File: config.mk
export PLATFORM = sky130hd
export DESIGN_NAME = mantissa_pp_generator_28x28_flat
export DESIGN_NICKNAME = d
export VERILOG_FILES = /design/src/rtl/mantissa_pp_generator_28x28_if.sv /design/src/rtl/mantissa_pp_generator_28x28.sv /design/src/flat_wrapper.sv
export SDC_FILE = /design/constraint.sdc
export NUM_CORES = 1
export LEC_CHECK = 0
export ABC_AREA = 1
export BUFFER_PORTS_ARGS = -buffer_cell sky130_fd_sc_hd__buf_2
export CAP_MARGIN = 40
export CORE_MARGIN = 1
export CORE_UTILIZATION = 45
export DETAILED_ROUTE_END_ITERATION = 8
export GPL_TIMING_DRIVEN = 0
export PLACE_DENSITY = 0.66
export SETUP_SLACK_MARGIN = 0.05
export SLEW_MARGIN = 20
export SYNTH_ARGS = -nofsm -noshare
export SYNTH_HDL_FRONTEND = slang
export SYNTH_SLANG_ARGS = --single-unit
File: constraint.sdc
create_clock -name clk -period 10 [get_ports clk]
set_input_delay 1 -clock clk [delete_from_list [all_inputs] [get_ports clk]]
set_output_delay 1 -clock clk [all_outputs]
set_load 0.02 [all_outputs]
File: src/rtl/mantissa_pp_generator_28x28_if.sv
// Operand/result handshake bundle between the mantissa partial-product
// producer and the Wallace tree that consumes its register bank.
interface mantissa_pp_generator_28x28_if;
    logic        in_valid;
    logic        in_ready;
    logic [27:0] a;
    logic [27:0] b;
    logic [1:0]  op;
    logic        out_valid;
    logic        out_ready;
    logic [13:0] pp11, pp12, pp13, pp14;
    logic [13:0] pp21, pp22, pp23, pp24;
    logic [13:0] pp31, pp32, pp33, pp34;
    logic [13:0] pp41, pp42, pp43, pp44;
    logic [1:0]  op_out;

    // Driver of operands and consumer of the partial-product bank.
    modport master (
        output in_valid, a, b, op, out_ready,
        input  in_ready, out_valid, op_out,
        input  pp11, pp12, pp13, pp14, pp21, pp22, pp23, pp24,
        input  pp31, pp32, pp33, pp34, pp41, pp42, pp43, pp44
    );

    // The partial-product generator itself.
    modport slave (
        input  in_valid, a, b, op, out_ready,
        output in_ready, out_valid, op_out,
        output pp11, pp12, pp13, pp14, pp21, pp22, pp23, pp24,
        output pp31, pp32, pp33, pp34, pp41, pp42, pp43, pp44
    );
endinterface

File: src/rtl/mantissa_pp_generator_28x28.sv
// 28x28 mantissa partial-product generator: splits a/b into four 7-bit
// digits and fills a 16-entry PP bank over 16/MULTS_PER_CYCLE cycles using
// MULTS_PER_CYCLE shared 7x7 multipliers, with SIMD lane masking by op.
module mantissa_pp_generator_28x28 #(
    parameter int unsigned MULTS_PER_CYCLE = 4
) (
    input logic                          clk,
    input logic                          rst,
    mantissa_pp_generator_28x28_if.slave bus
);
    localparam int unsigned M        = MULTS_PER_CYCLE;
    localparam int unsigned CYCLES   = 16 / M;
    localparam logic [3:0]  LAST_CNT = 4'(CYCLES - 1);

    typedef enum logic [1:0] {
        IDLE = 2'd0,
        CALC = 2'd1,
        DONE = 2'd2
    } state_t;

    state_t      state_q, state_d;
    logic [3:0]  cnt_q, cnt_d;
    logic [27:0] a_q, a_d;
    logic [27:0] b_q, b_d;
    logic [1:0]  op_q, op_d;
    logic [13:0] pp_q [16];
    logic [13:0] pp_d [16];

    logic [3:0]  blk   [M];
    logic [6:0]  mul_a [M];
    logic [6:0]  mul_b [M];
    logic [13:0] prod  [M];
    logic        in_ready;
    logic        accept;

    function automatic logic [6:0] digit(input logic [27:0] v, input logic [1:0] idx);
        case (idx)
            2'd0:    digit = v[6:0];
            2'd1:    digit = v[13:7];
            2'd2:    digit = v[20:14];
            default: digit = v[27:21];
        endcase
    endfunction

    // Block k = 4*i + j (0-based digits): k[3:2] is the A digit, k[1:0] the B digit.
    function automatic logic lane_keep(input logic [3:0] k, input logic [1:0] mode);
        case (mode)
            2'b01:   lane_keep = (k[3] == k[1]);
            2'b10:   lane_keep = (k[3:2] == k[1:0]);
            default: lane_keep = 1'b1;
        endcase
    endfunction

    // Shared multipliers: slot s serves block cnt*M+s in the current cycle.
    always_comb begin
        for (int unsigned s = 0; s < M; s++) begin
            blk[s]   = 4'(cnt_q * M + s);
            mul_a[s] = digit(a_q, blk[s][3:2]);
            mul_b[s] = digit(b_q, blk[s][1:0]);
            prod[s]  = {7'd0, mul_a[s]} * {7'd0, mul_b[s]};
        end
    end

    // Next-state, handshake, operand capture and bank write-back.
    always_comb begin
        state_d  = state_q;
        cnt_d    = cnt_q;
        a_d      = a_q;
        b_d      = b_q;
        op_d     = op_q;
        pp_d     = pp_q;
        in_ready = (state_q == IDLE) || ((state_q == DONE) && bus.out_ready);
        accept   = bus.in_valid && in_ready;

        case (state_q)
            CALC: begin
                // Each bank entry has a fixed slot and cycle; mux the slot result in.
                for (int unsigned k = 0; k < 16; k++) begin
                    if (4'(k / M) == cnt_q) begin
                        pp_d[k] = lane_keep(4'(k), op_q) ? prod[k % M] : '0;
                    end
                end
                if (cnt_q == LAST_CNT) begin
                    state_d = DONE;
                end else begin
                    cnt_d = cnt_q + 4'd1;
                end
            end
            DONE: begin
                if (bus.out_ready) begin
                    state_d = IDLE;
                end
            end
            default: ;
        endcase

        if (accept) begin
            a_d     = bus.a;
            b_d     = bus.b;
            op_d    = (bus.op == 2'b11) ? 2'b00 : bus.op;
            cnt_d   = '0;
            state_d = CALC;
        end
    end

    // State and datapath registers with asynchronous reset.
    always_ff @(posedge clk or posedge rst) begin
        if (rst) begin
            state_q <= IDLE;
            cnt_q   <= '0;
            a_q     <= '0;
            b_q     <= '0;
            op_q    <= '0;
            pp_q    <= '{default: '0};
        end else begin
            state_q <= state_d;
            cnt_q   <= cnt_d;
            a_q     <= a_d;
            b_q     <= b_d;
            op_q    <= op_d;
            pp_q    <= pp_d;
        end
    end

    assign bus.in_ready  = in_ready;
    assign bus.out_valid = (state_q == DONE);
    assign bus.op_out    = op_q;
    assign bus.pp11 = pp_q[0];
    assign bus.pp12 = pp_q[1];
    assign bus.pp13 = pp_q[2];
    assign bus.pp14 = pp_q[3];
    assign bus.pp21 = pp_q[4];
    assign bus.pp22 = pp_q[5];
    assign bus.pp23 = pp_q[6];
    assign bus.pp24 = pp_q[7];
    assign bus.pp31 = pp_q[8];
    assign bus.pp32 = pp_q[9];
    assign bus.pp33 = pp_q[10];
    assign bus.pp34 = pp_q[11];
    assign bus.pp41 = pp_q[12];
    assign bus.pp42 = pp_q[13];
    assign bus.pp43 = pp_q[14];
    assign bus.pp44 = pp_q[15];
endmodule

File: src/flat_wrapper.sv
// flat-port wrapper written by rule: the top's interface ports become plain ports
module mantissa_pp_generator_28x28_flat 
#(
    parameter int unsigned MULTS_PER_CYCLE = 4
)
  (clk, rst, bus_in_valid, bus_a, bus_b, bus_op, bus_out_ready, bus_in_ready, bus_out_valid, bus_op_out, bus_pp11, bus_pp12, bus_pp13, bus_pp14, bus_pp21, bus_pp22, bus_pp23, bus_pp24, bus_pp31, bus_pp32, bus_pp33, bus_pp34, bus_pp41, bus_pp42, bus_pp43, bus_pp44);
  mantissa_pp_generator_28x28_if bus_i ();
  input logic clk;
  input logic rst;
  input wire logic [$bits(bus_i.in_valid)-1:0] bus_in_valid;
  input wire logic [$bits(bus_i.a)-1:0] bus_a;
  input wire logic [$bits(bus_i.b)-1:0] bus_b;
  input wire logic [$bits(bus_i.op)-1:0] bus_op;
  input wire logic [$bits(bus_i.out_ready)-1:0] bus_out_ready;
  output wire logic [$bits(bus_i.in_ready)-1:0] bus_in_ready;
  output wire logic [$bits(bus_i.out_valid)-1:0] bus_out_valid;
  output wire logic [$bits(bus_i.op_out)-1:0] bus_op_out;
  output wire logic [$bits(bus_i.pp11)-1:0] bus_pp11;
  output wire logic [$bits(bus_i.pp12)-1:0] bus_pp12;
  output wire logic [$bits(bus_i.pp13)-1:0] bus_pp13;
  output wire logic [$bits(bus_i.pp14)-1:0] bus_pp14;
  output wire logic [$bits(bus_i.pp21)-1:0] bus_pp21;
  output wire logic [$bits(bus_i.pp22)-1:0] bus_pp22;
  output wire logic [$bits(bus_i.pp23)-1:0] bus_pp23;
  output wire logic [$bits(bus_i.pp24)-1:0] bus_pp24;
  output wire logic [$bits(bus_i.pp31)-1:0] bus_pp31;
  output wire logic [$bits(bus_i.pp32)-1:0] bus_pp32;
  output wire logic [$bits(bus_i.pp33)-1:0] bus_pp33;
  output wire logic [$bits(bus_i.pp34)-1:0] bus_pp34;
  output wire logic [$bits(bus_i.pp41)-1:0] bus_pp41;
  output wire logic [$bits(bus_i.pp42)-1:0] bus_pp42;
  output wire logic [$bits(bus_i.pp43)-1:0] bus_pp43;
  output wire logic [$bits(bus_i.pp44)-1:0] bus_pp44;
  assign bus_i.in_valid = bus_in_valid;
  assign bus_i.a = bus_a;
  assign bus_i.b = bus_b;
  assign bus_i.op = bus_op;
  assign bus_i.out_ready = bus_out_ready;
  assign bus_in_ready = bus_i.in_ready;
  assign bus_out_valid = bus_i.out_valid;
  assign bus_op_out = bus_i.op_out;
  assign bus_pp11 = bus_i.pp11;
  assign bus_pp12 = bus_i.pp12;
  assign bus_pp13 = bus_i.pp13;
  assign bus_pp14 = bus_i.pp14;
  assign bus_pp21 = bus_i.pp21;
  assign bus_pp22 = bus_i.pp22;
  assign bus_pp23 = bus_i.pp23;
  assign bus_pp24 = bus_i.pp24;
  assign bus_pp31 = bus_i.pp31;
  assign bus_pp32 = bus_i.pp32;
  assign bus_pp33 = bus_i.pp33;
  assign bus_pp34 = bus_i.pp34;
  assign bus_pp41 = bus_i.pp41;
  assign bus_pp42 = bus_i.pp42;
  assign bus_pp43 = bus_i.pp43;
  assign bus_pp44 = bus_i.pp44;
  mantissa_pp_generator_28x28 #(.MULTS_PER_CYCLE(MULTS_PER_CYCLE)) u_core (.clk(clk), .rst(rst), .bus(bus_i));
endmodule
==> results.sh <==
export IMPL_status="complete, no violations"
export IMPL_dr_first_iter_drc_count=1145
export IMPL_vias_per_cell=5.232
export IMPL_final_common_cell="sky130_fd_sc_hd__nand2_1"
export IMPL_grt_start_max_net_pins=94
export IMPL_synth_edf_count=0
export IMPL_chipHeight_um=201
export IMPL_place_congestion=0.9367
export IMPL_rrSetupSlack_ns=4.15
export IMPL_worst_path_dominant_cell_family="adder cells"
export IMPL_timing_critical_path_from_type="flop"
export IMPL_drt_pass1_iterations=6
export IMPL_ys_warn_count=0
export IMPL_synth_fp_nets=2471
export IMPL_worstPathMaxFanout=10
export IMPL_endpoint="u_core.bus.pp24[9]"
export IMPL_postSynthCellCount=2177
export IMPL_cp_data_required_time_ns=10.47
export IMPL_setup_violations=0
export IMPL_most_common_layout_cells="sky130_fd_sc_hd__nand2_1, sky130_fd_sc_hd__buf_2, sky130_fd_sc_hd__dfrtp_1, sky130_fd_sc_hd__inv_1, sky130_fd_sc_hd__nor2_1"
export IMPL_grt_first_pass_wirelength_mm=90.80
export IMPL_final_min_period_over_clock_period_pct=58.50
export IMPL_setup_repair_after_global_routing_missed_its_margin="false"
export IMPL_timing_reg2reg_worst_path_depth=24
export IMPL_timing_critical_path_slowest_stage_cell="sky130_fd_sc_hd__xor2_1"
export IMPL_initial_utilization_pct=45.90
export IMPL_post_route_min_period_ns=5.850
export IMPL_path_depth=24
export IMPL_dieArea_um2=40400
export IMPL_vias_after_detailed_routing=15940
export IMPL_crit_arrival_ns=6.32
export IMPL_layout_area_overhead_vs_synth_pct=18.51
export IMPL_timing_slew_headroom_pct=46.50
export IMPL_tritoncts="built"
export IMPL_synth_cell_types=36
export IMPL_crit_path_start="u_core.cnt_q[0]"
export IMPL_hold_class="flop to flop"
export IMPL_fin_worst_skew_ns=0.01431
export IMPL_cts_buffers=34
export IMPL_critical_path_endpoint_type="flop"
export IMPL_critical_path_most_common_cell="sky130_fd_sc_hd__nand2_1"
export IMPL_postSynthAreaPerCell_um2=8.186
export IMPL_dpl_cell_count=2987
export IMPL_timing_critical_path_slowest_cell_delay_ns=0.58
export IMPL_remaining_drc_errors=0
export IMPL_worstPathCellList="inv_1 > ha_1 > buf_2 > nand2_1 > nand2_1 > a221oi_1 > nor2_2 > inv_2 > buf_4 > nor2_1 > fa_1 > inv_1 > fa_1 > fa_1 > fa_1 > inv_1 > ha_1 > nand2_1 > nor2_1 > nand2_1 > nand2_1 > xor2_1 > nand3_1 > nand2_1"
export IMPL_synth_seq_cells=288
export IMPL_drive_above_1_share_pct=16.77
export IMPL_detail_route_wirelength_mm=58.58
export IMPL_die_width_um=201
export IMPL_synth_sequential_area_ratio_pct=40.44
export IMPL_grt_util_overall_pct=29.51
export IMPL_ctsHoldBuffers=0
export IMPL_number_of_buffers_between_clock_root_and_the_deepest_sink=3
export IMPL_vias_in_the_first_global_route=16110
export IMPL_wl_per_cell_um=19.22
export IMPL_clock_input_transition_at_the_sequential_cells_of_the_worst_setup_and_hold_paths_ns=0.06
export IMPL_clk_latency_ns=0.54
export IMPL_setup_worst_path_class="flop to flop"
export IMPL_grt_overflow_total=0
export IMPL_yosys_most_used_dff="sky130_fd_sc_hd__dfrtp_1"
export IMPL_core_region_area_um2=38830
export IMPL_hold_violations=0
export IMPL_clock_tree_htree_level_count=2
export IMPL_fmaxAchievable_ghz=0.1709
export IMPL_r2r_end="u_core.bus.pp24[9]"
export IMPL_final_max_slew_violation_count=0
export IMPL_design_final_nets=2799
export IMPL_pin_count=290
export IMPL_grt_antenna_before_repair=0
export IMPL_clk_root_buffer_cell="sky130_fd_sc_hd__clkbuf_16"
export IMPL_reg2reg_from="u_core.cnt_q[0]"
export IMPL_cts_repair_timing_setup_buffer_count=0
export IMPL_buffers_added_on_ports=289
export IMPL_route_antenna_remaining_nets=0
export IMPL_fin_cells=3047
export IMPL_timing_worst_slew_pin_value_ns=0.8017
export IMPL_clock_sinks=288
export IMPL_area_of_the_mapped_netlist_um2=17820
export IMPL_maxCapViolations=0
export IMPL_postCtsResizedCells=0
export IMPL_row_count=72
export IMPL_critPathBufInv=6
export IMPL_post_dp_hpwl_mm=45.86
export IMPL_share_of_flip_flops_with_an_asynchronous_set_or_reset_pct=100.0
## cells in the mapped netlist, types with 5 or more instances
cell type | number | area, µm²
sky130_fd_sc_hd__buf_4 | 9 | 67.56
sky130_fd_sc_hd__a22o_1 | 5 | 43.79
sky130_fd_sc_hd__o21ai_0 | 126 | 630.6
sky130_fd_sc_hd__nand4_1 | 12 | 75.07
sky130_fd_sc_hd__nor2_4 | 5 | 56.30
sky130_fd_sc_hd__nand2_1 | 782 | 2935
sky130_fd_sc_hd__nand3_1 | 108 | 540.5
sky130_fd_sc_hd__o21ai_1 | 21 | 105.1
sky130_fd_sc_hd__inv_2 | 12 | 45.04
sky130_fd_sc_hd__nand3b_1 | 6 | 45.04
sky130_fd_sc_hd__clkbuf_1 | 24 | 90.09
sky130_fd_sc_hd__inv_1 | 226 | 848.3
sky130_fd_sc_hd__dfrtp_1 | 288 | 7207
sky130_fd_sc_hd__ha_1 | 136 | 1702
sky130_fd_sc_hd__nor2_1 | 201 | 754.5
sky130_fd_sc_hd__buf_2 | 44 | 220.2
sky130_fd_sc_hd__a21oi_1 | 20 | 100.1
sky130_fd_sc_hd__fa_1 | 96 | 1922
sky130_fd_sc_hd__nor2_2 | 5 | 31.28
sky130_fd_sc_hd__xor2_1 | 20 | 175.2
## worst register-to-register path, cell delays in order (launching register included)
cell	delay, ns
sky130_fd_sc_hd__dfrtp_1	0.40
sky130_fd_sc_hd__inv_1	0.11
sky130_fd_sc_hd__ha_1	0.21
sky130_fd_sc_hd__buf_2	0.18
sky130_fd_sc_hd__nand2_1	0.09
sky130_fd_sc_hd__nand2_1	0.05
sky130_fd_sc_hd__a221oi_1	0.27
sky130_fd_sc_hd__nor2_2	0.20
sky130_fd_sc_hd__inv_2	0.21
sky130_fd_sc_hd__buf_4	0.24
sky130_fd_sc_hd__nor2_1	0.08
sky130_fd_sc_hd__fa_1	0.49
sky130_fd_sc_hd__inv_1	0.06
sky130_fd_sc_hd__fa_1	0.55
sky130_fd_sc_hd__fa_1	0.43
sky130_fd_sc_hd__fa_1	0.50
sky130_fd_sc_hd__inv_1	0.04
sky130_fd_sc_hd__ha_1	0.37
sky130_fd_sc_hd__nand2_1	0.13
sky130_fd_sc_hd__nor2_1	0.17
sky130_fd_sc_hd__nand2_1	0.07
sky130_fd_sc_hd__nand2_1	0.08
sky130_fd_sc_hd__xor2_1	0.58
sky130_fd_sc_hd__nand3_1	0.16
sky130_fd_sc_hd__nand2_1	0.11
## through the flow
stage                     hold slack (ns)  utilization, %  setup WS, ns  cell area, µm²  setup TNS, ns
after detailed placement           0.4607           51.52         4.235           20010              0
after CTS                          0.4775           54.39         4.150           21120              0
after global placement             0.4582           51.29        -2.109           19920        -591.92
final                              0.4770           54.40         4.150           21120              0
after floorplan                    0.4487               -         1.051           17820              0
after global routing               0.4989           54.39         3.717           21120              0
## per-layer routing
metal	global-route usage, %	routed length (µm)
met1	39.08	24800
met2	47.84	27110
met3	4.302	4102
met4	13.77	2566
met5	0	0
## worst min-delay path by stage
stage / startpoint / end / cells after the start
after global placement: u_core.bus.pp44[9] / u_core.bus.pp44[9] / 2
final: u_core.bus.pp44[10] / u_core.bus.pp44[10] / 2
after detailed placement: u_core.bus.pp12[11] / u_core.bus.pp12[11] / 2
after floorplan: u_core.a_q[0] / u_core.a_q[0] / 2
after global routing: u_core.bus.pp21[7] / u_core.bus.pp21[7] / 2
after CTS: u_core.bus.pp34[10] / u_core.bus.pp34[10] / 2
## sequential cells by signal, summed over array words and instances (netlist names)
register	cells
u_core.bus.pp22	14
u_core.bus.pp41	14
u_core.bus.pp44	14
u_core.bus.pp43	14
u_core.bus.pp33	14
u_core.bus.pp23	14
u_core.a_q	28
u_core.bus.pp21	14
u_core.bus.pp34	14
u_core.bus.pp12	14
u_core.state_q	2
u_core.bus.pp31	14
u_core.bus.pp14	14
u_core.bus.pp42	14
u_core.bus.pp13	14
u_core.bus.op_out	2
u_core.cnt_q	4
u_core.b_q	28
u_core.bus.pp32	14
u_core.bus.pp11	14
u_core.bus.pp24	14
## final cells by class
cell class	count	area, µm²
Inverter	239	904.6
Clock buffer	50	982.2
Antenna cell	1	2.502
Clock inverter	9	130.1
Tap cell	518	648.1
Multi-Input combinational cell	1572	9334
Buffer	78	382.9
Fill cell	3764	17710
Timing Repair Buffer	292	1529
Sequential cell	288	7207
## cell families (layout without fill, tap and decap cells)
kind of cell	Yosys count	count (layout)	synth area share [%]
and+or+nand+nor	1129	1129	25.31
buffers and inverters	317	668	7.182
DFF	288	288	40.44
adders and majority gates	232	232	20.33
AOI/OAI and AO/OA	187	187	5.554
xor gates and xnor gates	24	24	1.180
other	0	1	0
Power is left out: the tool's default activity adds up to more than one toggle a clock period on the data nets, which glitch-free logic cannot reach.
